### src/rtl/vga_fade_pkg.sv
// Shared types and helpers for the VGA output stage and its fade engine.
package vga_fade_pkg;

  localparam int unsigned COLOR_W   = 4;
  localparam int unsigned PXL_W     = 10;
  localparam int unsigned LVL_MAX_W = 8;   // widest fade level scale_color accepts
  localparam int unsigned FCNT_W    = 8;   // frame counter, covers FRAMES_PER_STEP up to 255
  localparam int unsigned PROD_W    = COLOR_W + LVL_MAX_W;

  typedef enum logic [1:0] {
    FULL     = 2'd0,
    FADE_OUT = 2'd1,
    DARK     = 2'd2,
    FADE_IN  = 2'd3
  } fade_state_t;

  // Controller timing entering the display chain
  typedef struct packed {
    logic [PXL_W-1:0] pxl_x;
    logic [PXL_W-1:0] pxl_y;
    logic             en;
  } vga_timing_t;

  // Colour and sync leaving the display chain
  typedef struct packed {
    logic [COLOR_W-1:0] red;
    logic [COLOR_W-1:0] green;
    logic [COLOR_W-1:0] blue;
    logic               hsync;
    logic               vsync;
  } vga_end_t;

  typedef struct packed {
    logic [COLOR_W-1:0] red;
    logic [COLOR_W-1:0] green;
    logic [COLOR_W-1:0] blue;
  } vga_rgb_t;

  // Everything driven to the connector / LCD
  typedef struct packed {
    logic [COLOR_W-1:0] red;
    logic [COLOR_W-1:0] green;
    logic [COLOR_W-1:0] blue;
    logic               hsync;
    logic               vsync;
    logic [PXL_W-1:0]   pxl_x;
    logic [PXL_W-1:0]   pxl_y;
    logic               en;
  } vga_t;

  // Attenuate one channel by level / 2^lvl_w; the full level passes the colour
  // untouched so an idle engine is transparent. lvl_w must not exceed LVL_MAX_W.
  function automatic logic [COLOR_W-1:0] scale_color(
    input logic [COLOR_W-1:0]   c,
    input logic [LVL_MAX_W-1:0] level,
    input int unsigned          lvl_w
  );
    logic [PROD_W-1:0] prod;
    logic [PROD_W-1:0] full_lvl;
    prod     = (PROD_W'(c) * PROD_W'(level)) >> lvl_w;
    full_lvl = (PROD_W'(1) << lvl_w) - PROD_W'(1);
    if (PROD_W'(level) == full_lvl) begin
      return c;
    end
    return COLOR_W'(prod);
  endfunction

endpackage

### src/rtl/vga_fade_out_stage_sync_delay_line.sv
// Fixed-latency shift register for sync lines; idles at all-ones (inactive sync).
module sync_delay_line #(
  parameter int unsigned LAT = 1,
  parameter int unsigned W   = 2
) (
  input  logic         clk,
  input  logic         rst_n,
  input  logic [W-1:0] din,
  output logic [W-1:0] dout
);

  if (LAT == 0) begin : g_wire
    assign dout = din;
  end else begin : g_shift
    logic [W-1:0] taps_q [LAT];
    logic [W-1:0] taps_d [LAT];

    // Each tap takes the previous one; tap 0 takes the input
    always_comb begin
      taps_d[0] = din;
      for (int i = 1; i < int'(LAT); i++) begin
        taps_d[i] = taps_q[i-1];
      end
    end

    // Shift every cycle; reset to inactive sync level
    always_ff @(posedge clk or negedge rst_n) begin
      if (!rst_n) begin
        for (int i = 0; i < int'(LAT); i++) begin
          taps_q[i] <= '1;
        end
      end else begin
        for (int i = 0; i < int'(LAT); i++) begin
          taps_q[i] <= taps_d[i];
        end
      end
    end

    assign dout = taps_q[LAT-1];
  end

endmodule

### src/rtl/vga_fade_out_stage.sv
// Final VGA output stage: one-cycle colour/coordinate retime with blanking,
// delayed sync, and a frame-locked fade-to-black engine.
module vga_fade_out_stage
  import vga_fade_pkg::*;
#(
  parameter int unsigned RGB_LAT         = 0,
  parameter int unsigned LVL_W           = 4,
  parameter int unsigned FRAMES_PER_STEP = 2
) (
  input  logic             clk_25,
  input  logic             resetN,
  input  vga_timing_t      vga_chain_start,
  input  vga_end_t         vga_chain_end,
  output vga_t             vga_out,
  input  logic             fade_out_req,
  input  logic             fade_in_req,
  output logic             fade_busy,
  output logic             fade_done,
  output logic [LVL_W-1:0] fade_level
);

  localparam logic [LVL_W-1:0]  LVL_FULL  = '1;
  localparam logic [LVL_W-1:0]  LVL_ZERO  = '0;
  localparam logic [FCNT_W-1:0] STEP_LAST = FCNT_W'(FRAMES_PER_STEP - 1);

  fade_state_t       state_q, state_d;
  logic [LVL_W-1:0]  level_q, level_d;
  logic [FCNT_W-1:0] cnt_q, cnt_d;
  logic              busy_q, busy_d;
  logic              done_q, done_d;
  logic              vs_prev_q, vs_prev_d;
  logic              frame_tick;
  logic              step_en;
  vga_timing_t       timing_q, timing_d;
  vga_rgb_t          rgb_q, rgb_d;
  logic [1:0]        sync_out;

  // Falling edge of the chain's vsync marks a frame boundary
  assign frame_tick = vs_prev_q & ~vga_chain_end.vsync;

  // Next colour: blanked outside active video, otherwise scaled by the current level
  always_comb begin
    timing_d  = vga_chain_start;
    vs_prev_d = vga_chain_end.vsync;
    rgb_d     = '0;
    if (vga_chain_start.en) begin
      rgb_d.red   = scale_color(vga_chain_end.red,   LVL_MAX_W'(level_q), LVL_W);
      rgb_d.green = scale_color(vga_chain_end.green, LVL_MAX_W'(level_q), LVL_W);
      rgb_d.blue  = scale_color(vga_chain_end.blue,  LVL_MAX_W'(level_q), LVL_W);
    end
  end

  // Fade engine next state: apply any frame step first, then the requests
  always_comb begin
    state_d = state_q;
    level_d = level_q;
    cnt_d   = cnt_q;
    done_d  = 1'b0;
    step_en = 1'b0;

    if ((state_q == FADE_OUT || state_q == FADE_IN) && frame_tick) begin
      if (cnt_q == STEP_LAST) begin
        step_en = 1'b1;
        cnt_d   = '0;
      end else begin
        cnt_d = cnt_q + FCNT_W'(1);
      end
    end

    if (step_en) begin
      if (state_q == FADE_OUT) begin
        level_d = (level_q == LVL_ZERO) ? LVL_ZERO : level_q - LVL_W'(1);
        if (level_d == LVL_ZERO) begin
          state_d = DARK;
          done_d  = 1'b1;
        end
      end else begin
        level_d = (level_q == LVL_FULL) ? LVL_FULL : level_q + LVL_W'(1);
        if (level_d == LVL_FULL) begin
          state_d = FULL;
          done_d  = 1'b1;
        end
      end
    end

    // Requests act on the post-step state; fade-out wins a tie
    case (state_d)
      FULL, FADE_IN: begin
        if (fade_out_req) begin
          state_d = FADE_OUT;
          cnt_d   = '0;
        end
      end
      DARK, FADE_OUT: begin
        if (fade_in_req && !fade_out_req) begin
          state_d = FADE_IN;
          cnt_d   = '0;
        end
      end
      default: ;
    endcase

    busy_d = (state_d == FADE_OUT) || (state_d == FADE_IN);
  end

  // Fade engine registers with registered status outputs
  always_ff @(posedge clk_25 or negedge resetN) begin
    if (!resetN) begin
      state_q <= FULL;
      level_q <= LVL_FULL;
      cnt_q   <= '0;
      busy_q  <= 1'b0;
      done_q  <= 1'b0;
    end else begin
      state_q <= state_d;
      level_q <= level_d;
      cnt_q   <= cnt_d;
      busy_q  <= busy_d;
      done_q  <= done_d;
    end
  end

  // One-cycle retime of colour, coordinates, enable and the vsync edge detector
  always_ff @(posedge clk_25 or negedge resetN) begin
    if (!resetN) begin
      timing_q  <= '0;
      rgb_q     <= '0;
      vs_prev_q <= 1'b1;
    end else begin
      timing_q  <= timing_d;
      rgb_q     <= rgb_d;
      vs_prev_q <= vs_prev_d;
    end
  end

  sync_delay_line #(
    .LAT (RGB_LAT),
    .W   (2)
  ) u_sync_delay (
    .clk   (clk_25),
    .rst_n (resetN),
    .din   ({vga_chain_end.hsync, vga_chain_end.vsync}),
    .dout  (sync_out)
  );

  // Assemble the connector bus
  always_comb begin
    vga_out.red   = rgb_q.red;
    vga_out.green = rgb_q.green;
    vga_out.blue  = rgb_q.blue;
    vga_out.hsync = sync_out[1];
    vga_out.vsync = sync_out[0];
    vga_out.pxl_x = timing_q.pxl_x;
    vga_out.pxl_y = timing_q.pxl_y;
    vga_out.en    = timing_q.en;
  end

  assign fade_busy  = busy_q;
  assign fade_done  = done_q;
  assign fade_level = level_q;

endmodule

### config.mk
export PLATFORM = sky130hd
export DESIGN_NAME = vga_fade_out_stage
export DESIGN_NICKNAME = d
export VERILOG_FILES = /design/src/rtl/vga_fade_pkg.sv /design/src/rtl/vga_fade_out_stage_sync_delay_line.sv /design/src/rtl/vga_fade_out_stage.sv
export SDC_FILE = /design/constraint.sdc
export NUM_CORES = 1
export LEC_CHECK = 0
export ABC_AREA = 1
export CAP_MARGIN = 25
export CORE_ASPECT_RATIO = 1.2
export CORE_MARGIN = 10
export CORE_UTILIZATION = 44
export CTS_BUF_LIST = sky130_fd_sc_hd__clkbuf_8 sky130_fd_sc_hd__clkbuf_16
export CTS_CLUSTER_SIZE = 40
export DETAILED_ROUTE_END_ITERATION = 6
export PLACE_DENSITY_LB_ADDON = 0.1
export SLEW_MARGIN = 0
export SYNTH_ARGS = -nofsm -noshare
export SYNTH_HDL_FRONTEND = slang
export SYNTH_SLANG_ARGS = --single-unit
### constraint.sdc
create_clock -name clk_25 -period 4.31 [get_ports clk_25]
set_input_delay 0.862 -clock clk_25 [delete_from_list [all_inputs] [get_ports clk_25]]
set_output_delay 0.862 -clock clk_25 [all_outputs]
set_load 0.02 [all_outputs]
==> flow_summary.yaml <==
clock_network:
  clock_insertion_delay_worst_skew_ns: 0.31
  cts.htree.levels: 2
  cts_hold_repair.buffers: 0
  cts.clk_slew.worst_paths_ns: 0.10
  cts-root-to-sink-buffers: 2
  cts_tree: "yes"
  clock-sinks: 49
  ctsRootBufferMaster: "sky130_fd_sc_hd__clkbuf_8"
  tritoncts.num_buffers: 5
  cts_setup_buffers: 0
  cts_repair_resize_count: 0
synthesis:
  asyncSetResetFlopFracSynth_pct: 100.0
  postSynthRegisterBits: 49
  synth_top_cell_area_share_pct: 30.37
  post_synth_most_frequent_cells: "sky130_fd_sc_hd__nand2_1, sky130_fd_sc_hd__inv_1, sky130_fd_sc_hd__dfrtp_1"
  synthesis.yosys.warnings: 0
  synth-edff-count: 0
  synth_area_leader_cell: "sky130_fd_sc_hd__dfrtp_1"
  postSynthAreaPerCell_sq_um: 7.618
  syn_nets: 558
  post-synth-top-count-cell: "sky130_fd_sc_hd__nand2_1"
  most_area_consuming_cells_after_synthesis: "sky130_fd_sc_hd__dfrtp_1, sky130_fd_sc_hd__nand2_1, sky130_fd_sc_hd__ha_1"
  syn-instance-count: 476
  syn_area_sq_um: 3626
  synth_cell_types: 39
  synth_ff_type: "sky130_fd_sc_hd__dfrtp_1"
  seq_area_frac_synth_pct: 33.99
grt:
  vias_in_the_first_global_route: 3291
  gr-max-usage-layer: "met2"
  grt.overflow.total: 0
  grtUsageTotal_pct: 15.06
  grt_first_pass_wirelength_um: 15060
  number_of_antenna_violations_at_the_first_check_in_global_routing: 0
  gr-usage-met3_pct: 3.181
  grt_start_max_net_pins: 50
  met1_usage_pct: 18.24
  global_route.usage.met2_pct: 25.33
timing:
  hold_violations: 0
  timing.fmax_ghz: 0.3003
  worst_pin_slew_ns: 0.6173
  setup_viol: 0
  post-route-min-period_ns: 3.330
  totalNegativeSetupSlack_ns: 0
  slew_viol_final: 0
  timing.max_slew.rel_slack_pct: 58.85
  final.hold.worst_slack_ns: 0.6275
  rsz0062_at_grt: "no"
  timing.clock.skew_ns: 0.008954
  fin_crit_sh_pct: 77.25
critical_path:
  critical_path.startpoint_type: "input pin"
  worstReg2RegStart: "fade_level[2]"
  worst_setup_path_startpoint: "vga_chain_end[7]"
  regToRegEndpoint: "vga_out[30]"
  rr_worst_depth: 10
  worst_setup_path_endpoint: "vga_out[30]"
  endpoint_kind: "flip-flop"
  critical_path_required_time_ns: 4.54
  cp_max_fo: 5
  r2r_setup_slack_ns: 1.27
  timing_worst_setup_path_type: "in2reg"
  critical_path_arrival_ns: 3.56
power_and_ir_drop:
  power_density_cells_nw_per_um2: 611.4
  vdd.ir_drop.worst_v: 0.0003110
  total_leakage_power_nw: 2.532
min_path:
  hold_class: "in2async"
drt:
  drcViolationCount: 0
  drt_first_pass_iters: 4
  wl_per_cell_um: 13.43
  routed_wl_um: 8690
  route.detailed.vias_per_inst: 4.955
  vias: 3206
  antenna_violating_nets_remaining: 0
  drt-initial-drc-count: 197
run_status:
  outcome: "finished clean"
floorplan:
  start_util_pct: 44.97
  floorplan_core_area_sq_um: 8063
  die-width_um: 102.9
  num_rows: 36
  dieArea_sq_um: 12290
  vertical_extent_of_the_die_um: 119.4
  io-pin-count: 80
final_layout:
  nets: 633
  final_design_area_no_fill_sq_um: 4562
  layout.filler_cells: 750
  layout-drive-gt1-share_pct: 9.783
  syn2layout_area_growth_pct: 25.81
  final_core_util_pct: 56.58
  antenna_cells_inserted: 0
placement:
  port_buf_inserts: 77
  post-dp-hpwl_um: 6818
  detailed_place.area_sq_um: 4468
  place.gp.congestion: 0.8644
job:
  cap_violations: 0
==> area by class of cell <==
cell class	count	area (sq um)	area share, %
clock buffer	5	68.82	1.509
tap	95	118.9	2.606
inverter	91	355.3	7.789
sequential	49	1232	27.02
clock inverter	3	25.02	0.5485
multi-input combinational	326	1988	43.58
timing repair buffer	78	773.2	16.95
==> worst min-delay path by stage <==
stage	cells after the start	slack (ns)	endpoint
finish	2	0.63	vga_out[11]
global route	2	0.68	vga_out[4]
CTS	2	0.64	vga_out[4]
detailed placement	2	0.65	fade_level[1]
global placement	2	0.65	fade_level[1]
floorplan	0	0.57	cnt_q[0]
==> metal layers <==
layer | part of all wire (%) | wire length (um) | vias to the layer above
met5 | 0 | 0 | -
met4 | 1.9 | 169 | 0
met3 | 4.8 | 416 | 14
met2 | 48 | 4190 | 75
met1 | 45 | 3913 | 1477
li1 | - | - | 1640
==> through the flow <==
step | setup WS, ns | total power, mW | instances
after floorplan | 1.217 | 2.021 | 476
after global placement | 0.6736 | 2.477 | 639
after detailed placement | 0.6370 | 2.514 | 639
after CTS | 0.9814 | 2.822 | 647
after global routing | 0.8013 | 3.111 | 647
final | 0.9803 | 2.789 | 647
==> kinds of logic (layout without fill, tap and decap cells) <==
family	count (synthesis)	in the layout	share of synthesized area, %
XOR/XNOR	3	3	0.7248
AO/OA/AOI/OAI	38	38	6.591
flip-flops	49	49	33.99
AND/OR/NAND/NOR	242	242	30.81
buffers and inverters	101	177	11.18
adder cells (fa/ha/maj)	43	43	16.70
==> state kept, by name, indices dropped and copies added (netlist names) <==
| signal | flops |
|---|---|
| fade_busy | 1 |
| state_q | 1 |
| fade_done | 1 |
| fade_level | 4 |
| vs_prev_q | 1 |
| cnt_q | 8 |
| vga_out | 33 |
==> report_power, final <==
part	internal [mW]	switching [mW]	leakage, nW
logic	0.731	1.06	1.88
registers	0.567	0.140	0.603
clock network	0.119	0.170	0.0452
total	1.42	1.37	2.53
==> cells in the final DEF, fill, tap and decap left out, types with 9 or more instances in the layout <==
cell,synthesis,routed
sky130_fd_sc_hd__nand2_1,128,128
sky130_fd_sc_hd__inv_1,78,78
sky130_fd_sc_hd__clkdlybuf4s50_1,0,76
sky130_fd_sc_hd__dfrtp_1,44,44
sky130_fd_sc_hd__nand3_1,38,38
sky130_fd_sc_hd__nor2_1,34,34
sky130_fd_sc_hd__ha_1,34,34
sky130_fd_sc_hd__a21oi_1,16,16
sky130_fd_sc_hd__nand2_2,15,15
sky130_fd_sc_hd__fa_1,9,9
==> worst max-delay path, stage by stage <==
cell                              delay, ns
sky130_fd_sc_hd__clkdlybuf4s50_1       0.57
sky130_fd_sc_hd__nand2_1               0.10
sky130_fd_sc_hd__fa_1                  0.52
sky130_fd_sc_hd__inv_1                 0.06
sky130_fd_sc_hd__fa_1                  0.42
sky130_fd_sc_hd__ha_1                  0.38
sky130_fd_sc_hd__a21oi_1               0.09
sky130_fd_sc_hd__o31a_1                0.26
sky130_fd_sc_hd__nand3b_1              0.09
sky130_fd_sc_hd__nand3_1               0.07
sky130_fd_sc_hd__a21oi_1               0.14
Note: power is estimated with default switching activity, not from simulation.
